==> config.mk <==
export PLATFORM = sky130hd
export DESIGN_NAME = uart_tx_fifo_ctrl
export DESIGN_NICKNAME = d
export VERILOG_FILES = /design/src/rtl/uart_tx_fifo_ctrl.sv
export SDC_FILE = /design/constraint.sdc
export NUM_CORES = 1
export LEC_CHECK = 0
export ABC_CLOCK_PERIOD_IN_PS = 2400
export CORE_UTILIZATION = 45
export DETAILED_ROUTE_END_ITERATION = 12
export PLACE_DENSITY = 0.78
export SETUP_SLACK_MARGIN = 0.05
export SLEW_MARGIN = 25
export SYNTH_ARGS = -nofsm -noshare
export SYNTH_HDL_FRONTEND = slang
export SYNTH_SLANG_ARGS = --single-unit
==> constraint.sdc <==
create_clock -name clk_i -period 2.4 [get_ports clk_i]
set_input_delay 0.48 -clock clk_i [delete_from_list [all_inputs] [get_ports clk_i]]
set_output_delay 0.48 -clock clk_i [all_outputs]
set_load 0.01 [all_outputs]
==> src/rtl/uart_tx_fifo_ctrl.sv <==
// Drains the TX byte FIFO into the UART serializer one frame at a time, with optional inter-frame gap.
// Optional CTS flow control is compiled in with the UART_TX_FLOW_CTRL_EN macro.
//
// state     | meaning
// IDLE      | waiting for enable, data and clear-to-send; pops on exit
// FETCH     | FIFO read data valid, captured into tx_data_o
// LOAD      | waiting for TX engine idle, then strobes tx_start_o
// WAIT_ACK  | waiting for TX engine to raise busy
// WAIT_DONE | waiting for TX engine to finish the frame
// GAP       | counting down the inter-frame idle gap
module uart_tx_fifo_ctrl #(
    parameter int WIDTH      = 8,
    parameter int GAP_CYCLES = 0,
    parameter int CNT_WIDTH  = 16
) (
    input  logic                 clk_i,
    input  logic                 rst_i,
    input  logic                 enable_i,
    input  logic                 fifo_empty_i,
    output logic                 fifo_pop_o,
    input  logic [WIDTH-1:0]     fifo_data_i,
    output logic                 tx_start_o,
    output logic [WIDTH-1:0]     tx_data_o,
    input  logic                 tx_busy_i,
    output logic                 active_o,
    output logic [CNT_WIDTH-1:0] sent_count_o
`ifdef UART_TX_FLOW_CTRL_EN
    ,
    input  logic                 cts_n_i
`endif
);

    localparam logic [2:0] IDLE      = 3'd0;
    localparam logic [2:0] FETCH     = 3'd1;
    localparam logic [2:0] LOAD      = 3'd2;
    localparam logic [2:0] WAIT_ACK  = 3'd3;
    localparam logic [2:0] WAIT_DONE = 3'd4;
    localparam logic [2:0] GAP       = 3'd5;

    localparam int GAP_W = (GAP_CYCLES > 0) ? $clog2(GAP_CYCLES + 1) : 1;
    localparam logic [GAP_W-1:0] GAP_LOAD = (GAP_CYCLES > 0) ? GAP_W'(GAP_CYCLES - 1) : '0;

    logic [2:0]       state;
    logic [2:0]       state_nxt;
    logic [GAP_W-1:0] gap_cnt;
    logic             pop_req;
    logic             start_req;
    logic             cts_ok;
    logic             active_r;

`ifdef UART_TX_FLOW_CTRL_EN
    // Idles at "not clear" so nothing is sent until CTS is seen asserted.
    logic [1:0] cts_sync;

    always_ff @(posedge clk_i) begin
        if (rst_i) begin
            cts_sync <= 2'b11;
        end else begin
            cts_sync <= {cts_sync[0], cts_n_i};
        end
    end

    assign cts_ok = ~cts_sync[1];
`else
    assign cts_ok = 1'b1;
`endif

    always_comb begin
        state_nxt = state;
        pop_req   = 1'b0;
        start_req = 1'b0;
        case (state)
            IDLE: begin
                if (enable_i && !fifo_empty_i && cts_ok) begin
                    pop_req   = 1'b1;
                    state_nxt = FETCH;
                end
            end
            FETCH: state_nxt = LOAD;
            LOAD: begin
                if (!tx_busy_i) begin
                    start_req = 1'b1;
                    state_nxt = WAIT_ACK;
                end
            end
            WAIT_ACK: begin
                if (tx_busy_i) state_nxt = WAIT_DONE;
            end
            WAIT_DONE: begin
                if (!tx_busy_i) state_nxt = (GAP_CYCLES > 0) ? GAP : IDLE;
            end
            GAP: begin
                if (gap_cnt == '0) state_nxt = IDLE;
            end
            default: state_nxt = IDLE;
        endcase
    end

    // Strobes are masked during reset so nothing leaks out while the FSM is forced to IDLE.
    assign fifo_pop_o = pop_req & ~rst_i;
    assign tx_start_o = start_req & ~rst_i;
    assign active_o   = active_r;

    always_ff @(posedge clk_i) begin
        if (rst_i) begin
            state        <= IDLE;
            active_r     <= 1'b0;
            tx_data_o    <= '0;
            sent_count_o <= '0;
            gap_cnt      <= '0;
        end else begin
            state    <= state_nxt;
            active_r <= (state_nxt != IDLE);
            if (state == FETCH) begin
                tx_data_o <= fifo_data_i;
            end
            if (start_req) begin
                sent_count_o <= sent_count_o + 1'b1;
            end
            if (state == WAIT_DONE && !tx_busy_i) begin
                gap_cnt <= GAP_LOAD;
            end else if (state == GAP && gap_cnt != '0) begin
                gap_cnt <= gap_cnt - 1'b1;
            end
        end
    end

endmodule

Word level (Yosys, flattened, before mapping):

Index checks and enable logic that the tools add are counted.

* flip-flop bits (word level): 29
* bits of input ports: 13
* output and inout bits: 27
* word-level logic and storage cells: 33

* $add $sub $neg: 2
* eq/ne operators: 5
* mux-type cells: 10
* bitwise operators: 3
* reduce and logical (&&, ||, !) cells: 8

Operators by type and width (number)
* 3-bit one-hot mux with 6 select lines: 1
* 16-bit by 1-bit adder with 16-bit output, second input constant: 1
* 3-bit 2-to-1 mux: 5
* 3-bit by 2-bit == test with 1-bit output, second input constant: 2
* 3-bit == test, second input constant: 2
* 1-bit 2-to-1 mux: 4
* 3-bit by 1-bit == test with 1-bit output, second input constant: 1
* 1-bit logical AND: 3
* 3-bit zero test: 1
* 3-bit nonzero test: 1
* 1-bit AND: 2
* 1-bit zero test: 2
* 2-bit OR reduction: 1
* 1-bit inverter: 1
* 1-bit subtractor, second input constant: 1

Depth between registers and ports, before layout:

* word-level depth: 5
* mapped depth: 7
* mapped depth without buffers: 5

Worst setup path before layout:

No wires, ideal clock.

* path kind: input -> register
* from: in tx_busy_i
* to: reg sent_count_o[12]
* setup time: 121 ps
* arrival: 2077 ps
* data required time: 2279 ps
* slack: 203 ps
* stages: 5
* path buffers: 1
* cell sequence: or4b_1 -> buf_2 -> nor4_1 -> and3_1 -> mux2_2

* word-level cells in the longest chain between the ends: 2

RTL lines
* from (decl): line 24 `input logic tx_busy_i,`
* 1-bit 2-to-1 mux: line 81 `if (!tx_busy_i) begin`
* 1-bit 2-to-1 mux: line 72 `case (state)`
* to (signal assigned): line 118 `sent_count_o <= sent_count_o + 1'b1;`
* to (decl): line 26 `output logic [CNT_WIDTH-1:0] sent_count_o`

Every way passes these cells.
A chain may end at the register's enable or synchronous reset.

Worst setup path after layout:

* from: in tx_busy_i
* to: reg sent_count_o[15]

Same word-level chain as after synthesis.

==> impl_metrics.ini <==
[cts]
clockRootBuffer = clkbuf_4
cts_tree = yes
clkTransAtPathRegs_ns = 0.10
cts.sinks = 29
post_cts_buffers = 0
ctsLongestPathBuffers = 2
ctsHoldBuffers = 0
h-tree-depth = 2
cts_buffers = 5
insertion_delay_ns = 0.32

[route]
drt-wirelength-per-cell_um = 13.06
drt_iter0_markers = 7
avgViaCountPerCell = 5.290
ant_nets = 0
vias = 1148
dr.pass1.iters = 4
drc = 0
drt_wl_total_um = 2835

[timing]
finalHoldViolCount = 0
setup_tns_ns = 0
period_needed_ns = 2.254
slew_viol_final = 0
worst_pin_slew_ns = 0.3577
worst_slack_ns = 0.1459
skew_ns = 0.01114
rsz0062_at_grt = no
finalSetupViolations = 0
fmax_ghz = 0.4436
fin_crit_sh = 0.9392
relSlewSlack = 0.7594

[grt]
grt_pass1_vias = 1102
grt_max_degree = 18
antenna_found_initial = 0
grt_pass1_wl_um = 4526
gr-total-overflow = 0
grtUsageTotal = 0.2213

[synthesis]
synthTopCellsByCount = 29 x dfxtp_1, 22 x nor2_1, 10 x mux2i_1
synth_top_flop_cell = dfxtp_1
synth_edf_count = 0
netlist_area_um2 = 1259
synth_top_area_frac = 0.4612
synthesis.nets = 151
synthTopCellsByArea = dfxtp_1 46%, mux2i_1 8.0%, nor2_1 6.6%, xnor2_1 3.5%, xor2_1 2.8%
synth_cell_types = 33
synth-seq-area-share = 0.4612
yosys.cell_count.top_type = dfxtp_1
async_flop_share = 0
avgSynthCellArea_um2 = 9.188
syn_inst = 137
yosys.area.top_type = dfxtp_1
ys_seq_elements = 29
ys_warn_count = 0

[power]
swShare = 0.2366
power_frac_clock = 0.354
max-vdd-ir-drop_mv = 0.4646
powerDensity_nw_per_um2 = 535.7
p_seq_frac = 0.524
p_int_uw = 732.2
power_switching_uw = 226.9
p_leak_uw = 0.0006450
combPwrFrac = 0.122

[final_layout]
fillers = 225
diodes = 0
nNetsFinal = 200
drive_gt1_frac = 0.1337
area_growth_pct = 42.25

[floorplan]
die_x_um = 54.89
core_region_area_um2 = 2567
io_pins = 40
fp.dieH_um = 54.89
initial_core_util = 0.4903
num_rows = 18
dieArea_um2 = 3012

[flow_run]
cap_violations = 0

[hold_path]
whs_path_depth = 2
worstHoldStart = sent_count_o[1]$_SDFFE_PP0P_
min_to = sent_count_o[1]$_SDFFE_PP0P_
hp-class = register to register

[run_status]
status = completed

[worst_setup_path]
crit_slowest_cell = or4b_4
cp_top_family = simple AND/OR/NAND/NOR gates
path_buf_inv = 1
crit-reg2reg-capture = sent_count_o[15]$_SDFFE_PP0P_
required_ns = 2.65
cpPeakStageDelay_ns = 0.55
crit_type = input port to register
cp-start-kind = input port
crit_chain = clkdlybuf4s50_1 > or4b_4 > or2_1 > or4_1 > a21oi_1
reg2reg_from = state[2]$_SDFF_PP0_
end_kind = register
worstPathArrival_ns = 2.51
cp_max_fo = 8
rrSetupSlack_ns = 0.36
reg2reg_depth = 4

[placement]
io_buffers = 39
place.gp.congestion = 0.7517
dpl.hpwl_um = 2132
post-place-ws_ns = -0.3078
-- cell usage in the layout, fill, tap and decap left out, drive strengths merged, types with 3 or more instances in the layout --
cell / synthesis / final
clkdlybuf4s50: 0 / 37
dfxtp: 29 / 29
nor2: 22 / 22
buf: 5 / 11
mux2i: 10 / 10
clkbuf: 2 / 8
nand2: 6 / 6
nand3: 6 / 6
a21oi: 6 / 6
xnor2: 5 / 5
xor2: 4 / 4
o31ai: 4 / 4
or4: 4 / 4
inv: 4 / 4
nor3: 4 / 4
and3: 3 / 3
nand4: 3 / 3
-- power groups by stage --
stage | sequential (uW) | combinational (uW) | clock, uW
final | 503 | 117 | 340
after global routing | 504 | 127 | 370
after CTS | 503 | 116 | 348
after detailed placement | 513 | 116 | 0
after global placement | 513 | 113 | 0
after floorplan | 517 | 50.8 | 0
-- logic make-up (layout without fill, tap and decap cells) --
group                    after synthesis  after routing  synth area share
AO/OA/AOI/OAI                         14             14           0.07158
adder cells (fa/ha/maj)                1              1          0.009939
AND/OR/NAND/NOR                       61             61            0.2505
XOR/XNOR                               9              9           0.06262
multiplexers                          12             12           0.09742
flip-flops                            29             29            0.4612
buffers and inverters                 11             61           0.04671
-- layout make-up --
cell class,instances,area [um^2],area share
sequential,29,580.6,0.3242
multi-input combinational,97,631.9,0.3529
tap,30,37.54,0.02096
clock inverter,1,5.005,0.002795
timing repair buffer,49,455.4,0.2544
clock buffer,7,65.06,0.03634
inverter,4,15.01,0.008386
-- layer usage --
layer  routed length (um)  track usage  vias to the layer above
met5                    0            0                        -
met2                 1515       0.4096                       29
met1                 1156       0.2168                      535
met3                  130      0.08333                        4
li1                     -            -                      580
met4                   32      0.08974                        0
-- worst reg2reg max path, stage by stage, from the launching register on --
cell	delay (ns)
dfxtp_1	0.39
or4b_4	0.54
or2_1	0.35
or4_1	0.52
a21oi_1	0.17
-- what timing repair did --
action                                  in CTS  in global routing
endpoints found under the setup margin       2                  2
gates cloned                                 0                  0
resized for setup                            7                  3
-- metrics by stage --
step / instance area [um^2] / hold WS, ns / total power [uW] / utilization / instances
4_1_cts: 1787 / 0.5040 / 967.1 / 0.6959 / 217
3_5_place_dp: 1718 / 0.4884 / 629.3 / 0.6691 / 209
5_1_grt: 1790 / 0.5392 / 1001 / 0.6974 / 217
6_report: 1790 / 0.4968 / 959.1 / 0.6974 / 217
2_1_floorplan: 1259 / 0.4697 / 568.1 / - / 137
3_3_place_gp: 1718 / 0.4593 / 625.6 / 0.6691 / 209
-- state kept, by name, indices dropped and copies added (netlist names) --
register / count
tx_data_o: 8
state: 3
active_o: 1
gap_cnt: 1
sent_count_o: 16
-- worst max-delay path by stage --
stage,endpoint,slack [ns],cells after the start,from
floorplan,sent_count_o[12]$_SDFFE_PP0P_,0.20,5,tx_busy_i
global placement,fifo_pop_o,-0.31,4,enable_i
detailed placement,fifo_pop_o,-0.31,4,enable_i
CTS,tx_start_o,0.05,4,tx_busy_i
global route,sent_count_o[15]$_SDFFE_PP0P_,0.09,5,tx_busy_i
finish,sent_count_o[15]$_SDFFE_PP0P_,0.15,5,tx_busy_i
Note: power is estimated with default switching activity, not from simulation.
